File: src/rtl/pool_pkg.sv
// Shared types and constants for the average-pooling engine.
package pool_pkg;

    localparam int unsigned LINE_BYTES = 32;
    localparam int unsigned RES_W      = 8;

    typedef logic [LINE_BYTES-1:0][7:0] line_t;

    typedef enum logic [2:0] {
        S_IDLE,
        S_RD_REQ,
        S_RD_WAIT,
        S_CALC,
        S_WR_REQ,
        S_DONE
    } pool_state_t;

    function automatic int unsigned sum_width(input int unsigned log2_rows,
                                              input int unsigned log2_cols);
        return RES_W + log2_rows + log2_cols;
    endfunction

    // Window sizes are powers of two, so the highest set bit is the exponent.
    function automatic logic [5:0] log2_pow2(input logic [31:0] v);
        logic [5:0] r;
        r = '0;
        for (int unsigned i = 0; i < 32; i++) begin
            if (v[i]) r = 6'(i);
        end
        return r;
    endfunction

endpackage

File: src/rtl/pool_window_acc.sv
// Per-window datapath: sums the first y_n bytes of each read line into an
// accumulator and produces the floor average by shifting.
module pool_window_acc
    import pool_pkg::*;
#(
    parameter int unsigned Y_COLS_NUM      = 8,
    parameter int unsigned Y_LOG2_COLS_NUM = 3,
    parameter int unsigned SUM_W           = 14
) (
    input  logic                      clk,
    input  logic                      rst_n,
    input  logic                      i_clear,
    input  logic                      i_add,
    input  logic                      i_calc,
    input  logic [Y_COLS_NUM*8-1:0]   i_line,
    input  logic [Y_LOG2_COLS_NUM:0]  i_y_n,
    input  logic [5:0]                i_shift,
    output logic [RES_W-1:0]          o_result
);

    logic [SUM_W-1:0] r_sum;
    logic [SUM_W-1:0] w_line_sum;
    logic [RES_W-1:0] r_result;

    always_comb begin
        w_line_sum = '0;
        for (int unsigned j = 0; j < Y_COLS_NUM; j++) begin
            if (j < 32'(i_y_n)) w_line_sum = w_line_sum + SUM_W'(i_line[j*8 +: 8]);
        end
    end

    always_ff @(posedge clk or negedge rst_n) begin
        if (!rst_n) begin
            r_sum    <= '0;
            r_result <= '0;
        end else begin
            if (i_clear)     r_sum <= '0;
            else if (i_add)  r_sum <= r_sum + w_line_sum;
            if (i_calc)      r_result <= RES_W'(r_sum >> i_shift);
        end
    end

    assign o_result = r_result;

endmodule

File: src/rtl/pool_engine.sv
// Sliding-window average-pooling engine: reads one window row per request,
// averages each window and writes one byte per window.
module pool_engine
    import pool_pkg::*;
#(
    parameter int unsigned JUMP_COL        = 1,
    parameter int unsigned JUMP_ROW        = 1,
    parameter int unsigned ADDR_WIDTH      = 19,
    parameter int unsigned X_ROWS_NUM      = 128,
    parameter int unsigned X_COLS_NUM      = 128,
    parameter int unsigned X_LOG2_ROWS_NUM = $clog2(X_ROWS_NUM),
    parameter int unsigned X_LOG2_COLS_NUM = $clog2(X_COLS_NUM),
    parameter int unsigned Y_ROWS_NUM      = 8,
    parameter int unsigned Y_COLS_NUM      = 8,
    parameter int unsigned Y_LOG2_ROWS_NUM = $clog2(Y_ROWS_NUM),
    parameter int unsigned Y_LOG2_COLS_NUM = $clog2(Y_COLS_NUM)
) (
    input  logic                       clk,
    input  logic                       rst_n,
    input  logic [ADDR_WIDTH-1:0]      sw_pool_addr_x,
    input  logic [ADDR_WIDTH-1:0]      sw_pool_addr_z,
    input  logic [X_LOG2_ROWS_NUM:0]   sw_pool_x_m,
    input  logic [X_LOG2_COLS_NUM:0]   sw_pool_x_n,
    input  logic [Y_LOG2_ROWS_NUM:0]   sw_pool_y_m,
    input  logic [Y_LOG2_COLS_NUM:0]   sw_pool_y_n,
    input  logic                       sw_pool_go,
    output logic                       sw_pool_done,
    output logic                       pool_sw_busy_ind,
    output logic                       rd_mem_req,
    output logic [ADDR_WIDTH-1:0]      rd_mem_start_addr,
    output logic [ADDR_WIDTH-1:0]      rd_mem_size_bytes,
    input  logic                       rd_mem_valid,
    input  logic                       rd_last,
    input  logic [255:0]               rd_mem_data,
    input  logic [4:0]                 rd_mem_last_valid,
    output logic                       wr_mem_req,
    output logic [ADDR_WIDTH-1:0]      wr_mem_start_addr,
    output logic [ADDR_WIDTH-1:0]      wr_mem_size_bytes,
    output logic [255:0]               wr_mem_data,
    input  logic                       wr_mem_ack,
    output logic [31:0]                data2write_out
);

    localparam int unsigned AW    = ADDR_WIDTH;
    localparam int unsigned XRW   = X_LOG2_ROWS_NUM + 1;
    localparam int unsigned XCW   = X_LOG2_COLS_NUM + 1;
    localparam int unsigned YRW   = Y_LOG2_ROWS_NUM + 1;
    localparam int unsigned SUM_W = sum_width(Y_LOG2_ROWS_NUM, Y_LOG2_COLS_NUM);

    pool_state_t r_state, w_next;

    logic           r_go_d;
    logic           w_go_rise;
    logic [AW-1:0]  r_addr_x, r_addr_z;
    logic [XCW-1:0] r_x_n;
    logic [YRW-1:0] r_y_m;
    logic [Y_LOG2_COLS_NUM:0] r_y_n;
    logic [5:0]     r_shift;
    logic [XRW-1:0] r_out_rows, r_row;
    logic [XCW-1:0] r_out_cols, r_col;
    logic [YRW-1:0] r_u;
    logic [AW-1:0]  r_rd_addr, r_rd_size, r_wr_addr, r_wr_size;
    logic [AW-1:0]  w_rd_addr, w_wr_addr;
    logic           w_last_u, w_last_win;
    logic [RES_W-1:0] w_result;
    line_t          w_rd_line;
    logic           w_unused;

    assign w_go_rise  = sw_pool_go & ~r_go_d;
    assign w_last_u   = (r_u == r_y_m - 1'b1);
    assign w_last_win = (r_row == r_out_rows - 1'b1) && (r_col == r_out_cols - 1'b1);

    assign w_rd_addr = r_addr_x
                     + (AW'(r_row) * AW'(JUMP_ROW) + AW'(r_u)) * AW'(r_x_n)
                     + AW'(r_col) * AW'(JUMP_COL);
    assign w_wr_addr = r_addr_z + AW'(r_row) * AW'(r_out_cols) + AW'(r_col);

    always_ff @(posedge clk or negedge rst_n) begin
        if (!rst_n) r_state <= S_IDLE;
        else        r_state <= w_next;
    end

    always_comb begin
        w_next = r_state;
        case (r_state)
            S_IDLE:    if (w_go_rise) w_next = S_RD_REQ;
            S_RD_REQ:  w_next = S_RD_WAIT;
            S_RD_WAIT: if (rd_mem_valid) w_next = w_last_u ? S_CALC : S_RD_REQ;
            S_CALC:    w_next = S_WR_REQ;
            S_WR_REQ:  if (wr_mem_ack) w_next = w_last_win ? S_DONE : S_RD_REQ;
            S_DONE:    w_next = S_IDLE;
            default:   w_next = S_IDLE;
        endcase
    end

    always_ff @(posedge clk or negedge rst_n) begin
        if (!rst_n) begin
            r_go_d     <= 1'b0;
            r_addr_x   <= '0;
            r_addr_z   <= '0;
            r_x_n      <= '0;
            r_y_m      <= '0;
            r_y_n      <= '0;
            r_shift    <= '0;
            r_out_rows <= '0;
            r_out_cols <= '0;
            r_row      <= '0;
            r_col      <= '0;
            r_u        <= '0;
            r_rd_addr  <= '0;
            r_rd_size  <= '0;
            r_wr_addr  <= '0;
            r_wr_size  <= '0;
        end else begin
            r_go_d <= sw_pool_go;
            case (r_state)
                S_IDLE: if (w_go_rise) begin
                    r_addr_x   <= sw_pool_addr_x;
                    r_addr_z   <= sw_pool_addr_z;
                    r_x_n      <= sw_pool_x_n;
                    r_y_m      <= sw_pool_y_m;
                    r_y_n      <= sw_pool_y_n;
                    r_rd_size  <= AW'(sw_pool_y_n);
                    r_shift    <= log2_pow2(32'(sw_pool_y_m)) + log2_pow2(32'(sw_pool_y_n));
                    r_out_rows <= XRW'((32'(sw_pool_x_m) - 32'(sw_pool_y_m)) / JUMP_ROW + 1);
                    r_out_cols <= XCW'((32'(sw_pool_x_n) - 32'(sw_pool_y_n)) / JUMP_COL + 1);
                    r_row      <= '0;
                    r_col      <= '0;
                    r_u        <= '0;
                end
                S_RD_REQ:  r_rd_addr <= w_rd_addr;
                S_RD_WAIT: if (rd_mem_valid) r_u <= r_u + 1'b1;
                S_CALC: begin
                    r_wr_addr <= w_wr_addr;
                    r_wr_size <= AW'(1);
                end
                S_WR_REQ: if (wr_mem_ack) begin
                    r_u <= '0;
                    if (r_col == r_out_cols - 1'b1) begin
                        r_col <= '0;
                        r_row <= r_row + 1'b1;
                    end else begin
                        r_col <= r_col + 1'b1;
                    end
                end
                default: ;
            endcase
        end
    end

    assign w_rd_line = rd_mem_data;

    pool_window_acc #(
        .Y_COLS_NUM      (Y_COLS_NUM),
        .Y_LOG2_COLS_NUM (Y_LOG2_COLS_NUM),
        .SUM_W           (SUM_W)
    ) u_acc (
        .clk      (clk),
        .rst_n    (rst_n),
        .i_clear  ((r_state == S_IDLE && w_go_rise) || (r_state == S_WR_REQ && wr_mem_ack)),
        .i_add    (r_state == S_RD_WAIT && rd_mem_valid),
        .i_calc   (r_state == S_CALC),
        .i_line   (w_rd_line[Y_COLS_NUM-1:0]),
        .i_y_n    (r_y_n),
        .i_shift  (r_shift),
        .o_result (w_result)
    );

    // Bytes beyond the widest window, rd_last and rd_mem_last_valid carry nothing we need.
    if (Y_COLS_NUM < LINE_BYTES) begin : g_unused_hi
        assign w_unused = ^{rd_last, rd_mem_last_valid, w_rd_line[LINE_BYTES-1:Y_COLS_NUM]};
    end else begin : g_unused_lo
        assign w_unused = ^{rd_last, rd_mem_last_valid};
    end

    assign rd_mem_req        = (r_state == S_RD_WAIT);
    assign rd_mem_start_addr = r_rd_addr;
    assign rd_mem_size_bytes = r_rd_size;
    assign wr_mem_req        = (r_state == S_WR_REQ);
    assign wr_mem_start_addr = r_wr_addr;
    assign wr_mem_size_bytes = r_wr_size;
    assign wr_mem_data       = 256'(w_result);
    assign data2write_out    = 32'(w_result);
    assign sw_pool_done      = (r_state == S_DONE);
    assign pool_sw_busy_ind  = (r_state != S_IDLE);

endmodule

File: config.mk
export PLATFORM = sky130hd
export DESIGN_NAME = pool_engine
export DESIGN_NICKNAME = d
export VERILOG_FILES = /design/src/rtl/pool_pkg.sv /design/src/rtl/pool_window_acc.sv /design/src/rtl/pool_engine.sv
export SDC_FILE = /design/constraint.sdc
export NUM_CORES = 1
export LEC_CHECK = 0
export CORE_AREA = 4 4 270 272
export DETAILED_ROUTE_END_ITERATION = 6
export DIE_AREA = 0 0 274 276
export DONT_BUFFER_PORTS = 1
export PLACE_DENSITY = 0.52
export SYNTH_ARGS = -nofsm -noshare
export SYNTH_HDL_FRONTEND = slang
export SYNTH_SLANG_ARGS = --single-unit
File: constraint.sdc
create_clock -name clk -period 12.65 [get_ports clk]
set_input_delay 3.1625 -clock clk [delete_from_list [all_inputs] [get_ports clk]]
set_output_delay 3.1625 -clock clk [all_outputs]
set_load 0.01 [all_outputs]
==> flow_metrics.py <==
metrics = {
    "status": {
        "outcome": "complete, no violations",
    },
    "power": {
        "ir_worst_vdd_v": 0.000228,
        "p_per_area_mw_per_mm2": 335,
        "sequentialPowerShare_pct": 14.7,
        "power_switching_mw": 3.49,
        "intPower_mw": 3.43,
        "p_comb_share_pct": 77.3,
        "finalPower_mw": 6.92,
        "p_sw_share_pct": 50.4,
        "clkPwrFrac_pct": 8.0,
        "leakagePower_nw": 10.4,
    },
    "grt": {
        "grt_use_total_pct": 13.7,
        "grt_antenna_before_repair": 6,
        "grt_busiest_layer": "met2",
        "grt.met1_usage_pct": 18.7,
        "met3_usage_pct": 4.50,
        "first_global_vias": 13900,
        "grt_max_degree": 159,
        "met2_usage_pct": 21.3,
        "grt_overflow": 0,
        "grt_pass1_wl_um": 81500,
    },
    "worst_setup_path": {
        "path_common_cell": "ha_1",
        "cp.arrival_ps": 12180,
        "crit_path_end_kind": "flip-flop",
        "path_max_fanout": 4,
        "startpoint_type": "primary input",
        "cpPeakStageDelay_ps": 380,
        "worst-path-buf-inv": 2,
        "required_ps": 12990,
        "crit_type": "in -> reg",
        "critPathSlowestCell": "maj3_1",
        "crit_family": "compound AO/OA/AOI/OAI gates",
    },
    "logic_synthesis": {
        "synth_area_sq_mm": 0.0201,
        "synth_seq_cells": 158,
        "ys_top_cells_by_area": "dfrtp_1, ha_1, fa_1, buf_4, nand2_1",
        "synth_top_area_share_pct": 19.6,
        "ys.flop_type": "dfrtp_1",
        "synthArstFlopShare_pct": 100,
        "yosys.area.top_type": "dfrtp_1",
        "netlist_instances": 2393,
        "synth_edf_count": 0,
        "avgSynthCellArea_sq_um": 8.42,
        "yosys_warnings": 0,
        "synth-seq-area-share_pct": 19.6,
        "synth.distinct_cells": 79,
    },
    "drt": {
        "vias": 14600,
        "final_antenna_net_count": 0,
        "firstDrtPassIters": 5,
        "drt-total-wl_um": 53200,
        "wire_per_inst_um": 16.0,
        "drt_iter0_markers": 695,
        "drc": 0,
        "viasPerCell": 4.38,
    },
    "timing": {
        "post-route-period-util_pct": 93.6,
        "finClkSkew_ps": 18.7,
        "fin_tns_setup_ps": 0,
        "hold_viol_final": 0,
        "fmax_mhz": 84.5,
        "max_slew_margin_pct": 34.9,
        "rsz0062_at_grt": "no",
        "finalSetupViolCount": 0,
        "min_period_ps": 11840,
        "drv_slew": 0,
        "worst_slew_pin_slew_ps": 969,
    },
    "cells_and_area": {
        "nets": 3025,
        "area_growth_pct": 2.56,
        "mostFrequentLayoutCells": "nand2_1, conb_1, inv_1, ha_1, o21ai_0",
        "drive_above_1_share_pct": 4.22,
        "layout_commonest_cell": "nand2_1",
    },
    "place": {
        "io_buffers": 0,
        "gp_congestion": 0.836,
        "dp_hpwl_um": 42900,
    },
    "clock_network": {
        "root_buffer": "clkbuf_16",
        "hold_buffers": 0,
        "cts-htree-levels": 4,
        "clock_sinks": 158,
        "cts_max_path_buffers": 2,
        "clk_pin_slew_worst_paths_ps": 70,
        "cts_buffers": 17,
        "cts_tree": "built",
        "clkLatencyLatePin_ps": 460,
    },
    "floorplan": {
        "dieWidth_um": 274,
        "dieArea_sq_mm": 0.0756,
        "io_pins": 697,
        "core_sq_mm": 0.0708,
        "rows": 98,
        "fp.dieH_um": 276,
        "start_util_pct": 28.5,
    },
    "flow_run": {
        "cap_violations": 0,
    },
    "min_path": {
        "hold_path.class": "reg -> reg",
    },
}
-- cell families (layout without fill, tap and decap cells) --
| kind of cell | count (synthesis) | in the layout | synth area share (%) |
|---|---|---|---|
| buf+inv | 639 | 310 | 17.8 |
| fa+ha+maj | 345 | 345 | 26.2 |
| compound gates | 446 | 446 | 13.8 |
| xor+xnor | 122 | 122 | 5.34 |
| other cells | 1 | 312 | 0.0186 |
| simple gates | 640 | 640 | 14.7 |
| flops | 158 | 158 | 19.6 |
| mux | 42 | 42 | 2.61 |
-- metal layers --
metal	vias to the layer above	part of all wire (%)	routed length (um)
li1	7223	-	-
met3	22	7.5	3990
met1	6994	46	24400
met4	0	1.2	653
met2	333	45	24200
met5	-	0	0
-- synthesized netlist by cell type (all sizes together) (27+ instances only) --
| cell type | number |
|---|---|
| a21o | 37 |
| a21oi | 92 |
| and2 | 72 |
| buf | 322 |
| clkbuf | 65 |
| dfrtp | 158 |
| fa | 129 |
| ha | 212 |
| inv | 252 |
| nand2 | 315 |
| nor2 | 94 |
| nor3 | 27 |
| o21ai | 182 |
| xnor2 | 80 |
| xor2 | 42 |
-- worst register-to-register path: cells and delay by family (launching register included) --
kind	cells	cell delay, ps
AOI/OAI and AO/OA	22	3450
xor gates and xnor gates	4	640
adders and majority gates	10	3080
buffers and inverters	3	420
DFF	1	570
muxes	1	290
and+or+nand+nor	11	1890
-- sequential cells by signal, summed over array words and instances, names as in the netlist --
register and cells:
r_addr_x 19, r_addr_z 19, r_col 8, r_go_d 1
r_out_cols 8, r_out_rows 8, r_row 8, r_shift 3
r_state 3, r_u 4, r_x_n 8, r_y_m 4
r_y_n 4, rd_mem_start_addr 19, u_acc.o_result 8, u_acc.r_sum 14
wr_mem_size_bytes 1, wr_mem_start_addr 19
-- through the flow --
step	instance area (sq um)	worst slack, ps	cells	hold WS [ps]	utilization [%]
after floorplan	21300	1100	2697	452	-
after global placement	20000	203	3286	478	28.3
after detailed placement	20000	148	3286	480	28.3
after CTS	20600	588	3318	499	29.2
after global routing	20700	26.2	3322	523	29.2
final	20700	814	3325	492	29.2
-- repair_timing --
action                     CTS  global route
resized for setup            0             7
setup endpoints to repair    0             3
hold endpoints to repair     0             0
buffers inserted             0             0
-- final cells by class --
type | count | area (sq um)
diodes | 7 | 17.5
clock buffers | 18 | 429
clock inverters | 14 | 164
fillers | 7620 | 50100
inverters | 252 | 946
multi-input cells | 1900 | 13800
flip-flops and latches | 158 | 3950
well taps | 950 | 1190
repair buffers | 26 | 195
-- path summary, 6_finish.rpt --
check                               start                 to  slack [ps]  cells past startpoint
setup / recovery           rd_mem_data[0]    u_acc.r_sum[12]         810                     48
hold / removal               r_addr_z[15]       r_addr_z[15]         490                      2
setup reg to reg                 r_y_n[1]    u_acc.r_sum[12]        2190                     51
hold reg to reg              r_addr_z[15]       r_addr_z[15]         490                      2
max in group asynchronous           rst_n  u_acc.o_result[4]        9890                      0
min in group asynchronous           rst_n       r_addr_x[16]        2390                      0
-- power groups by stage --
stage                     Combinational (mW)  Clock, mW  Sequential [mW]
after floorplan                         4.38          0            0.850
after global placement                  5.34          0             1.03
after detailed placement                5.34          0             1.03
after CTS                               5.39      0.569             1.03
after global routing                    6.15      0.588             1.06
final                                   5.35      0.551             1.02
(Power assumes the default switching activity.)
